`config.mk`:
```
export PLATFORM = sky130hd
export DESIGN_NAME = div_ctrl_flat
export DESIGN_NICKNAME = d
export VERILOG_FILES = /design/src/rtl/div_pkg.sv /design/src/rtl/div_ctrl_if.sv /design/src/rtl/div_sign_fix.sv /design/src/rtl/div_ctrl.sv /design/src/flat_wrapper.sv
export SDC_FILE = /design/constraint.sdc
export NUM_CORES = 1
export LEC_CHECK = 0
export ABC_CLOCK_PERIOD_IN_PS = 5700
export BUFFER_PORTS_ARGS = -buffer_cell sky130_fd_sc_hd__buf_4
export CAP_MARGIN = 20
export CORE_ASPECT_RATIO = 1.4
export CORE_MARGIN = 2
export CORE_UTILIZATION = 55
export DETAILED_ROUTE_END_ITERATION = 6
export PLACE_DENSITY = 0.76
export SKIP_CTS_REPAIR_TIMING = 1
export SYNTH_ARGS = -nofsm -noshare
export SYNTH_HDL_FRONTEND = slang
export SYNTH_SLANG_ARGS = --single-unit
```
`constraint.sdc`:
```
create_clock -name clk -period 5.7 [get_ports clk]
set_input_delay 0.285 -clock clk [delete_from_list [all_inputs] [get_ports clk]]
set_output_delay 0.285 -clock clk [all_outputs]
set_load 0.05 [all_outputs]
```
`src/rtl/div_pkg.sv`:
```
// div_pkg: shared types and constants for the multi-cycle divide sequencer.
//   div_state_t    : sequencer states (IDLE, BUSY, DONE)
//   DIV_W          : default operand width
//   DIV_CNT_W      : iteration counter width
//   DIV_BY_ZERO_LO : quotient returned for a zero divisor (all ones)
package div_pkg;

  localparam int DIV_W = 32;
  localparam int DIV_CNT_W = 6;
  localparam logic [DIV_W-1:0] DIV_BY_ZERO_LO = '1;

  typedef enum logic [1:0] {
    IDLE = 2'd0,
    BUSY = 2'd1,
    DONE = 2'd2
  } div_state_t;

endpackage

```
`src/rtl/div_ctrl_if.sv`:
```
// div_ctrl_if: execute-stage <-> divide sequencer signals.
//   master : pipeline side (drives start/signed_div/a/b/annul, sees results)
//   slave  : div_ctrl side
// Handshake: the pipeline raises start with operands in E and holds it
// (stalled by div_stall) until result_valid; result_valid is a one-cycle
// pulse during which lo/hi are valid. annul cancels whatever is in flight
// and overrides every other input in that cycle.
interface div_ctrl_if
  import div_pkg::*;
#(
  parameter int WIDTH = DIV_W
) ();

  logic             start;
  logic             signed_div;
  logic [WIDTH-1:0] a;
  logic [WIDTH-1:0] b;
  logic             annul;
  logic             div_stall;
  logic             result_valid;
  logic [WIDTH-1:0] lo;
  logic [WIDTH-1:0] hi;

  modport master (
    output start, signed_div, a, b, annul,
    input  div_stall, result_valid, lo, hi
  );

  modport slave (
    input  start, signed_div, a, b, annul,
    output div_stall, result_valid, lo, hi
  );

endinterface

```
`src/rtl/div_sign_fix.sv`:
```
// div_sign_fix: conditional two's-complement negate. Used both to take the
// magnitude of an operand (negate = operand is negative) and to apply the
// final sign to quotient/remainder.
//   value  : input word
//   negate : 1 = return -value (mod 2^WIDTH), 0 = pass through
//   result : output word
module div_sign_fix #(
  parameter int WIDTH = 32
) (
  input  logic [WIDTH-1:0] value,
  input  logic             negate,
  output logic [WIDTH-1:0] result
);

  assign result = negate ? (~value + WIDTH'(1)) : value;

endmodule

```
`src/rtl/div_ctrl.sv`:
```
// div_ctrl: radix-2 restoring divide sequencer for DIV/DIVU in the execute
// stage. Stalls the pipeline while iterating, then pulses result_valid for
// one cycle with quotient on lo and remainder on hi.
//   clk, rst_n : clock, asynchronous active-low reset
//   bus        : div_ctrl_if slave (start/signed_div/a/b/annul in,
//                div_stall/result_valid/lo/hi out)
//   dbgState   : current sequencer state, for observation only
module div_ctrl
  import div_pkg::*;
#(
  parameter int WIDTH = DIV_W
) (
  input  logic         clk,
  input  logic         rst_n,
  div_ctrl_if.slave    bus,
  output div_state_t   dbgState
);

  div_state_t           state, stateNext;
  logic [DIV_CNT_W-1:0] cnt;
  logic [WIDTH:0]       rem;
  logic [WIDTH-1:0]     quo;
  logic [WIDTH-1:0]     divisorMag;
  logic                 quoNeg, remNeg;
  logic [WIDTH-1:0]     loQ, hiQ;

  logic [WIDTH-1:0]     absA, absB;
  logic                 negA, negB;
  logic [WIDTH:0]       shifted, trial, remNext;
  logic [WIDTH-1:0]     quoNext, fixedLo, fixedHi;
  logic                 fits, lastIter;

  assign negA = bus.signed_div & bus.a[WIDTH-1];
  assign negB = bus.signed_div & bus.b[WIDTH-1];

  div_sign_fix #(.WIDTH(WIDTH)) uAbsA (.value(bus.a), .negate(negA), .result(absA));
  div_sign_fix #(.WIDTH(WIDTH)) uAbsB (.value(bus.b), .negate(negB), .result(absB));

  // One restoring step: shift {rem,quo} left, trial-subtract the divisor in
  // WIDTH+1 bits; the MSB of the difference is the borrow.
  assign shifted  = {rem[WIDTH-1:0], quo[WIDTH-1]};
  assign trial    = shifted - {1'b0, divisorMag};
  assign fits     = ~trial[WIDTH];
  assign remNext  = fits ? trial : shifted;
  assign quoNext  = {quo[WIDTH-2:0], fits};
  assign lastIter = (cnt == DIV_CNT_W'(WIDTH-1));

  // Sign fix-up is applied to the values produced by the final iteration so
  // lo/hi are registered on the same edge that enters DONE.
  div_sign_fix #(.WIDTH(WIDTH)) uFixLo (.value(quoNext), .negate(quoNeg), .result(fixedLo));
  div_sign_fix #(.WIDTH(WIDTH)) uFixHi (.value(remNext[WIDTH-1:0]), .negate(remNeg), .result(fixedHi));

  always_ff @(posedge clk or negedge rst_n) begin
    if (!rst_n) begin
      state <= IDLE;
    end else begin
      state <= stateNext;
    end
  end

  always_comb begin
    stateNext = state;
    unique case (state)
      IDLE: if (bus.start) stateNext = (bus.b == '0) ? DONE : BUSY;
      BUSY: if (lastIter) stateNext = DONE;
      DONE: stateNext = IDLE;
      default: stateNext = IDLE;
    endcase
    if (bus.annul) stateNext = IDLE;
  end

  always_ff @(posedge clk or negedge rst_n) begin
    if (!rst_n) begin
      cnt        <= '0;
      rem        <= '0;
      quo        <= '0;
      divisorMag <= '0;
      quoNeg     <= 1'b0;
      remNeg     <= 1'b0;
      loQ        <= '0;
      hiQ        <= '0;
    end else if (!bus.annul) begin
      if (state == IDLE && bus.start) begin
        divisorMag <= absB;
        quoNeg     <= negA ^ negB;
        remNeg     <= negA;
        if (bus.b == '0) begin
          // Zero divisor: fixed quotient, raw (unsigned-looking) dividend.
          loQ <= WIDTH'(DIV_BY_ZERO_LO);
          hiQ <= bus.a;
        end else begin
          rem <= '0;
          quo <= absA;
          cnt <= '0;
        end
      end else if (state == BUSY) begin
        rem <= remNext;
        quo <= quoNext;
        cnt <= cnt + DIV_CNT_W'(1);
        if (lastIter) begin
          loQ <= fixedLo;
          hiQ <= fixedHi;
        end
      end
    end
  end

  // rst_n gates the stall so a held start cannot stall the pipe in reset.
  assign bus.div_stall    = rst_n & ~bus.annul &
                            (((state == IDLE) & bus.start) | (state == BUSY));
  assign bus.result_valid = (state == DONE) & ~bus.annul;
  assign bus.lo           = loQ;
  assign bus.hi           = hiQ;
  assign dbgState         = state;

endmodule

```
`src/flat_wrapper.sv`:
```
// flat-port wrapper written by rule: the top's interface ports become plain ports
module div_ctrl_flat import div_pkg::*;
#(
  parameter int WIDTH = DIV_W
)
  (clk, rst_n, dbgState, bus_start, bus_signed_div, bus_a, bus_b, bus_annul, bus_div_stall, bus_result_valid, bus_lo, bus_hi);
  div_ctrl_if #(.WIDTH(WIDTH)) bus_i ();
  input  logic clk;
  input  logic rst_n;
  output div_state_t dbgState;
  input wire logic [$bits(bus_i.start)-1:0] bus_start;
  input wire logic [$bits(bus_i.signed_div)-1:0] bus_signed_div;
  input wire logic [$bits(bus_i.a)-1:0] bus_a;
  input wire logic [$bits(bus_i.b)-1:0] bus_b;
  input wire logic [$bits(bus_i.annul)-1:0] bus_annul;
  output wire logic [$bits(bus_i.div_stall)-1:0] bus_div_stall;
  output wire logic [$bits(bus_i.result_valid)-1:0] bus_result_valid;
  output wire logic [$bits(bus_i.lo)-1:0] bus_lo;
  output wire logic [$bits(bus_i.hi)-1:0] bus_hi;
  assign bus_i.start = bus_start;
  assign bus_i.signed_div = bus_signed_div;
  assign bus_i.a = bus_a;
  assign bus_i.b = bus_b;
  assign bus_i.annul = bus_annul;
  assign bus_div_stall = bus_i.div_stall;
  assign bus_result_valid = bus_i.result_valid;
  assign bus_lo = bus_i.lo;
  assign bus_hi = bus_i.hi;
  div_ctrl #(.WIDTH(WIDTH)) u_core (.clk(clk), .rst_n(rst_n), .bus(bus_i), .dbgState(dbgState));
endmodule
```
; Yosys cells after proc, flatten, opt, wreduce, memory -nomap -nowiden
; Cells that the tools add are included.
[op_classes]
add_sub_neg = 6
eq_ne = 7
muxes = 27
n_bitwise = 14
reduce_logical = 9
[op_table]
columns = cell, count
row1 = two-way mux 32 bit, 19
row2 = adder 32 x 1 -> 32 bit (second input constant), 4
row3 = inverter 32 bit, 4
row4 = subtractor 33 x 32 -> 33 bit, 1
row5 = logical NOT 32 bit, 1
row6 = two-way mux 6 bit, 3
row7 = two-way mux 2 bit, 4
row8 = adder 6 x 1 -> 6 bit (second input constant), 1
row9 = AND 1 bit, 6
row10 = equality test 6 x 5 -> 1 bit (second input constant), 1
row11 = one-hot mux 2 bit (2 select lines), 1
row12 = AND reduction 2 bit, 2
row13 = AND reduction 4 bit, 1
row14 = nonzero test 2 bit, 2
row15 = != test 3 x 2 -> 1 bit (second input constant), 1
row16 = != test 3 bit (second input constant), 1
row17 = AND reduction 3 bit, 1
row18 = equality test 2 x 1 -> 1 bit (second input constant), 1
row19 = equality test 2 bit (second input constant), 1
row20 = logical NOT 2 bit, 1
row21 = != test 2 x 1 -> 1 bit (second input constant), 1
row22 = != test 2 bit (second input constant), 1
row23 = inverter 1 bit, 2
row24 = logical AND 1 bit, 1
row25 = 2 further kinds, 2
[word_totals]
reg_bits = 170
in_bits = 69
out_inout_bits = 68

; Longest topological paths before layout
[depth]
depth_word = 8
mapped_depth = 26
mapped_depth_nobuf = 23

; By module
; A second synthesis with hierarchy kept.
[hier_totals]
cells_unflattened = 1397
area_unflattened_um2 = 12455.7
[modules_own_cells]
columns = module, instances, cells_each, area_each_um2
row1 = div_ctrl, 1, 1001, 9347.7
row2 = div_sign_fix, 4, 99, 777.0

; Least setup slack after synthesis
; No wires, ideal clock.
[synth_timing]
kind = flip-flop to flip-flop
from = register u_core.quo[31]
to = register u_core.hiQ[26], in the netlist u_core.bus.hi[26]
t_arrival_ps = 4769
required_ps = 5564
path_slack_ps = 795
stages_incl_launch_ff = 24
n_path_buf = 2
period_less_slack_ps = 4905
cell_sequence = dfrtp_1 > inv_1 > ha_1 > inv_1 > fa_1 > a211oi_2 > o211ai_2 > nand3_2 > a2111oi_4 > nor4_2 > nor2_8 > inv_6 > buf_2 > buf_1 > nor2_1 > a21oi_1 > ha_1 > inv_1 > nor2_1 > a41oi_1 > nor4_1 > mux2_2 > a22oi_1 > o21ai_0
[synth_between]
elab_chain_cells = 8
[synth_rtl]
columns = item, line
row1 = start: declaration, div_ctrl.sv:22  ; logic [WIDTH-1:0] quo;
row2 = start signal: assignment, div_ctrl.sv:93  ; quo <= absA;
row3 = start signal: assignment, div_ctrl.sv:98  ; quo <= quoNext;
row4 = subtractor 33 x 32 -> 33 bit, div_ctrl.sv:42  ; assign trial = shifted - {1'b0, divisorMag};
row5 = two-way mux 32 bit (*), div_ctrl.sv:44  ; assign remNext = fits ? trial : shifted;
row6 = inverter 32 bit, div_sign_fix.sv:15  ; assign result = negate ? (~value + WIDTH'(1)) : value;
row7 = adder 32 x 1 -> 32 bit, div_sign_fix.sv:15
row8 = two-way mux 32 bit (*), div_sign_fix.sv:15
row9 = two-way mux 32 bit (*), div_ctrl.sv:100  ; if (lastIter) begin
row10 = two-way mux 32 bit (*), div_ctrl.sv:96  ; end else if (state == BUSY) begin
row11 = two-way mux 32 bit (*), div_ctrl.sv:83  ; if (state == IDLE && bus.start) begin
row12 = end signal: assignment, div_ctrl.sv:90  ; hiQ <= bus.a;
row13 = end signal: assignment, div_ctrl.sv:102  ; hiQ <= fixedHi;
row14 = end: declaration, div_ctrl.sv:25  ; logic [WIDTH-1:0] loQ, hiQ;
; Every way passes the cells marked *; elsewhere a longest branch is shown, timed or not. The select of a mux whose other input is x is not followed.
; A chain may end at the register's enable or synchronous reset.

; Worst setup path in the final report
[layout_timing]
from = register u_core.rem[4]
to = register u_core.hiQ[26], in the netlist u_core.bus.hi[26]
[layout_between]
elab_chain_cells = 8
[layout_rtl]
columns = item, line
row1 = start: declaration, div_ctrl.sv:21  ; logic [WIDTH:0] rem;
row2 = start signal: assignment, div_ctrl.sv:97  ; rem <= remNext;
row3 = subtractor 33 x 32 -> 33 bit, div_ctrl.sv:42
row4 = two-way mux 32 bit (*), div_ctrl.sv:44
row5 = inverter 32 bit, div_sign_fix.sv:15
row6 = adder 32 x 1 -> 32 bit, div_sign_fix.sv:15
row7 = two-way mux 32 bit (*), div_sign_fix.sv:15
row8 = two-way mux 32 bit (*), div_ctrl.sv:100
row9 = two-way mux 32 bit (*), div_ctrl.sv:96
row10 = two-way mux 32 bit (*), div_ctrl.sv:83
; Marked as above.

==> flow_summary.ini <==
[status]
status = finished, final reports clean

[final_layout]
antenna_cells = 0
area_growth_pct = 14.4
n_fill_cell = 2011
nets = 1727
final_util_pct = 64.4
drive_gt1_share_pct = 13.7

[die]
coreArea_sq_mm = 0.0219
rows = 64
dieWidth_um = 131
fp.dieH_um = 181
dieArea_sq_mm = 0.0237
start_util_pct = 56.2
io_pins = 137

[global_route]
grt_pass1_vias = 11400
grt_max_degree = 104
gr-total-overflow = 0
grt.total_usage_pct = 32.3
antenna_found_initial = 0
grt_pass1_wl_um = 59800

[timing]
rsz0062_at_grt = false
finalCritPeriodShare_pct = 86.0
hold_viol = 0
skew_ns = 0.00911
fmax_mhz = 204
holdWs_ns = 0.120
slew_headroom_pct = 30.2
setup_viol = 0
max_slew.worst_pin.slew_ns = 1.05
final_max_slew_viol_count = 0
tns_ns = 0
fin_ws_ns = 0.798
period_needed_ns = 4.90

[routing]
viasPerCell = 6.20
drc_errors = 0
drt_iter0_drc = 1046
vias = 12000
wl_per_cell_um = 19.5
ant_nets = 0
dr.pass1.iters = 5
routed_wl_um = 37600

[setup_path]
cp.required_ns = 6.03
r2r_slack_ns = 0.80
start_kind = flip-flop
cp.arrival_ns = 5.23
crit_type = reg -> reg
worst_setup_path_end_kind = flip-flop
path_max_fanout = 8

[power]
ir_drop_uv = 236
p_leak_nw = 6.30
cellPowerDensity_mw_per_mm2 = 302

[run]
maxCapViolCount = 0

[synth]
yosysMostFrequentCell = nand2_1
synth_area_leader_cell = dfrtp_1
yosysTopAreaCellShare_pct = 34.5
synth_edf_count = 0
synth_ff_type = dfrtp_1
async_flop_share_pct = 100
synth_seq_cells = 170
synthTopCellsByCount = nand2_1, dfrtp_1, o21ai_0
synth_area_sq_mm = 0.0123
synth_area_per_cell_sq_um = 8.03
yosysUniqueCellTypes = 86
ys_seq_area_share_pct = 34.5
syn_nets = 1643
synth_area_leaders = dfrtp_1, o21ai_0, nand2_1
synth_cells = 1536
ys_warn_count = 0

[cts]
clk_pin_slew_ns = 0.07
cts_buffers = 17
clkLatencyLatePin_ns = 0.45
cts-root-buf = clkbuf_16
cts_sinks = 170
htreeDepth = 4
cts_buffer_depth = 2
cts_tree = yes

[placed_design]
port_buffers = 136
gp_congestion = 1.02
dp_slack_ns = 0.920
hpwl_um = 28400

[min_path]
hold_path.class = in -> reg
## metal layers
metal / part of all wire (%) / global-route usage [%] / up-vias / wire length, um
met2: 50 / 55.2 / 515 / 18800
met4: 5.5 / 16.8 / 0 / 2050
li1: - / - / 5676 / -
met3: 5.6 / 4.09 / 107 / 2120
met5: 0 / 0 / - / 0
met1: 39 / 39.2 / 5677 / 14700
## layout make-up
cell class                      instances  area, sq um  area share [%]
Clock buffer                           18          439            3.11
Clock inverter                         14          161            1.14
Inverter                               54          208            1.47
Multi-Input combinational cell       1221         7500            53.1
Sequential cell                       170         4250            30.1
Tap cell                              297          372            2.63
Timing Repair Buffer                  156         1190            8.43
## critical path, cell delays in order, from the launching register on
cell,delay (ns)
dfrtp_1,0.44
ha_1,0.48
o211ai_1,0.19
o211ai_2,0.37
nand3_2,0.16
a2111oi_4,0.52
o31a_1,0.30
nor2_8,0.07
inv_6,0.12
mux2i_1,0.32
ha_1,0.27
inv_1,0.08
nor2_1,0.19
a41oi_1,0.14
buf_4,0.20
nor4_1,0.30
mux2_2,0.37
a22oi_1,0.14
o21ai_0,0.09
## flip-flops by register name, summed over array words and instances (netlist names), 2 cells and up
signal	count
u_core.divisorMag	32
u_core.dbgState	2
u_core.quo	32
u_core.bus.lo	32
u_core.bus.hi	32
u_core.rem	32
u_core.cnt	6
## layout by cell type, fill, tap and decap left out, types with 5 or more instances in the layout
cell	Yosys	final
a211oi_1	12	12
xnor2_1	56	56
o2111ai_1	6	6
inv_6	1	5
a41oi_1	6	6
clkbuf_16	0	17
nand2b_1	10	10
or4_1	9	9
and2_1	13	13
and3_1	11	11
nor2b_1	6	6
o21a_1	11	11
nor3b_1	5	5
o31ai_1	27	27
a21oi_1	137	137
nand2_1	187	186
a22o_1	9	9
o31a_1	5	5
o21ai_0	167	167
nor2_1	148	147
buf_4	2	153
dfrtp_1	170	170
nand4_1	17	17
inv_1	53	52
xor2_1	79	79
o211ai_1	5	5
or3_1	24	24
nor4_1	15	15
o41ai_1	15	15
or2_2	6	5
ha_1	37	37
a31oi_1	38	38
mux2i_1	21	21
a21o_1	10	10
nor3_1	31	30
nand3_1	19	19
## worst paths after layout
kind	from	to	depth (start not counted)
max	u_core.rem[4]$_DFFE_PN0P_	u_core.bus.hi[26]$_DFFE_PN0P_	18
min	bus_b[1]	u_core.divisorMag[1]$_DFFE_PN0P_	3
max reg2reg	u_core.rem[4]$_DFFE_PN0P_	u_core.bus.hi[26]$_DFFE_PN0P_	18
min reg2reg	u_core.divisorMag[14]$_DFFE_PN0P_	u_core.divisorMag[14]$_DFFE_PN0P_	2
max in group asynchronous	rst_n	u_core.divisorMag[22]$_DFFE_PN0P_	3
min in group asynchronous	rst_n	u_core.bus.lo[27]$_DFFE_PN0P_	2
## stage by stage
stage	instance area, sq um	instances	total power, mW
floorplan	12300	1536	2.60
global placement	13500	1897	3.01
detailed placement	13500	1897	3.04
CTS	14100	1929	4.24
global route	14100	1930	4.51
finish	14100	1930	4.27
## cell families (layout without fill, tap and decap cells)
group / Yosys count / count (layout) / synth area share, %
adder cells (fa/ha/maj): 38 / 38 / 3.91
multiplexers: 26 / 26 / 2.16
XOR/XNOR: 135 / 135 / 9.58
AO/OA/AOI/OAI: 496 / 496 / 24.8
buffers and inverters: 145 / 242 / 4.87
AND/OR/NAND/NOR: 526 / 526 / 20.2
flip-flops: 170 / 170 / 34.5
## report_power, final
group | total [mW] | switching (mW) | internal, mW
Clock | 1.21 | 0.546 | 0.669
Sequential | 1.47 | 0.143 | 1.32
Combinational | 1.59 | 0.984 | 0.601
Note: power is estimated with default switching activity, not from simulation.
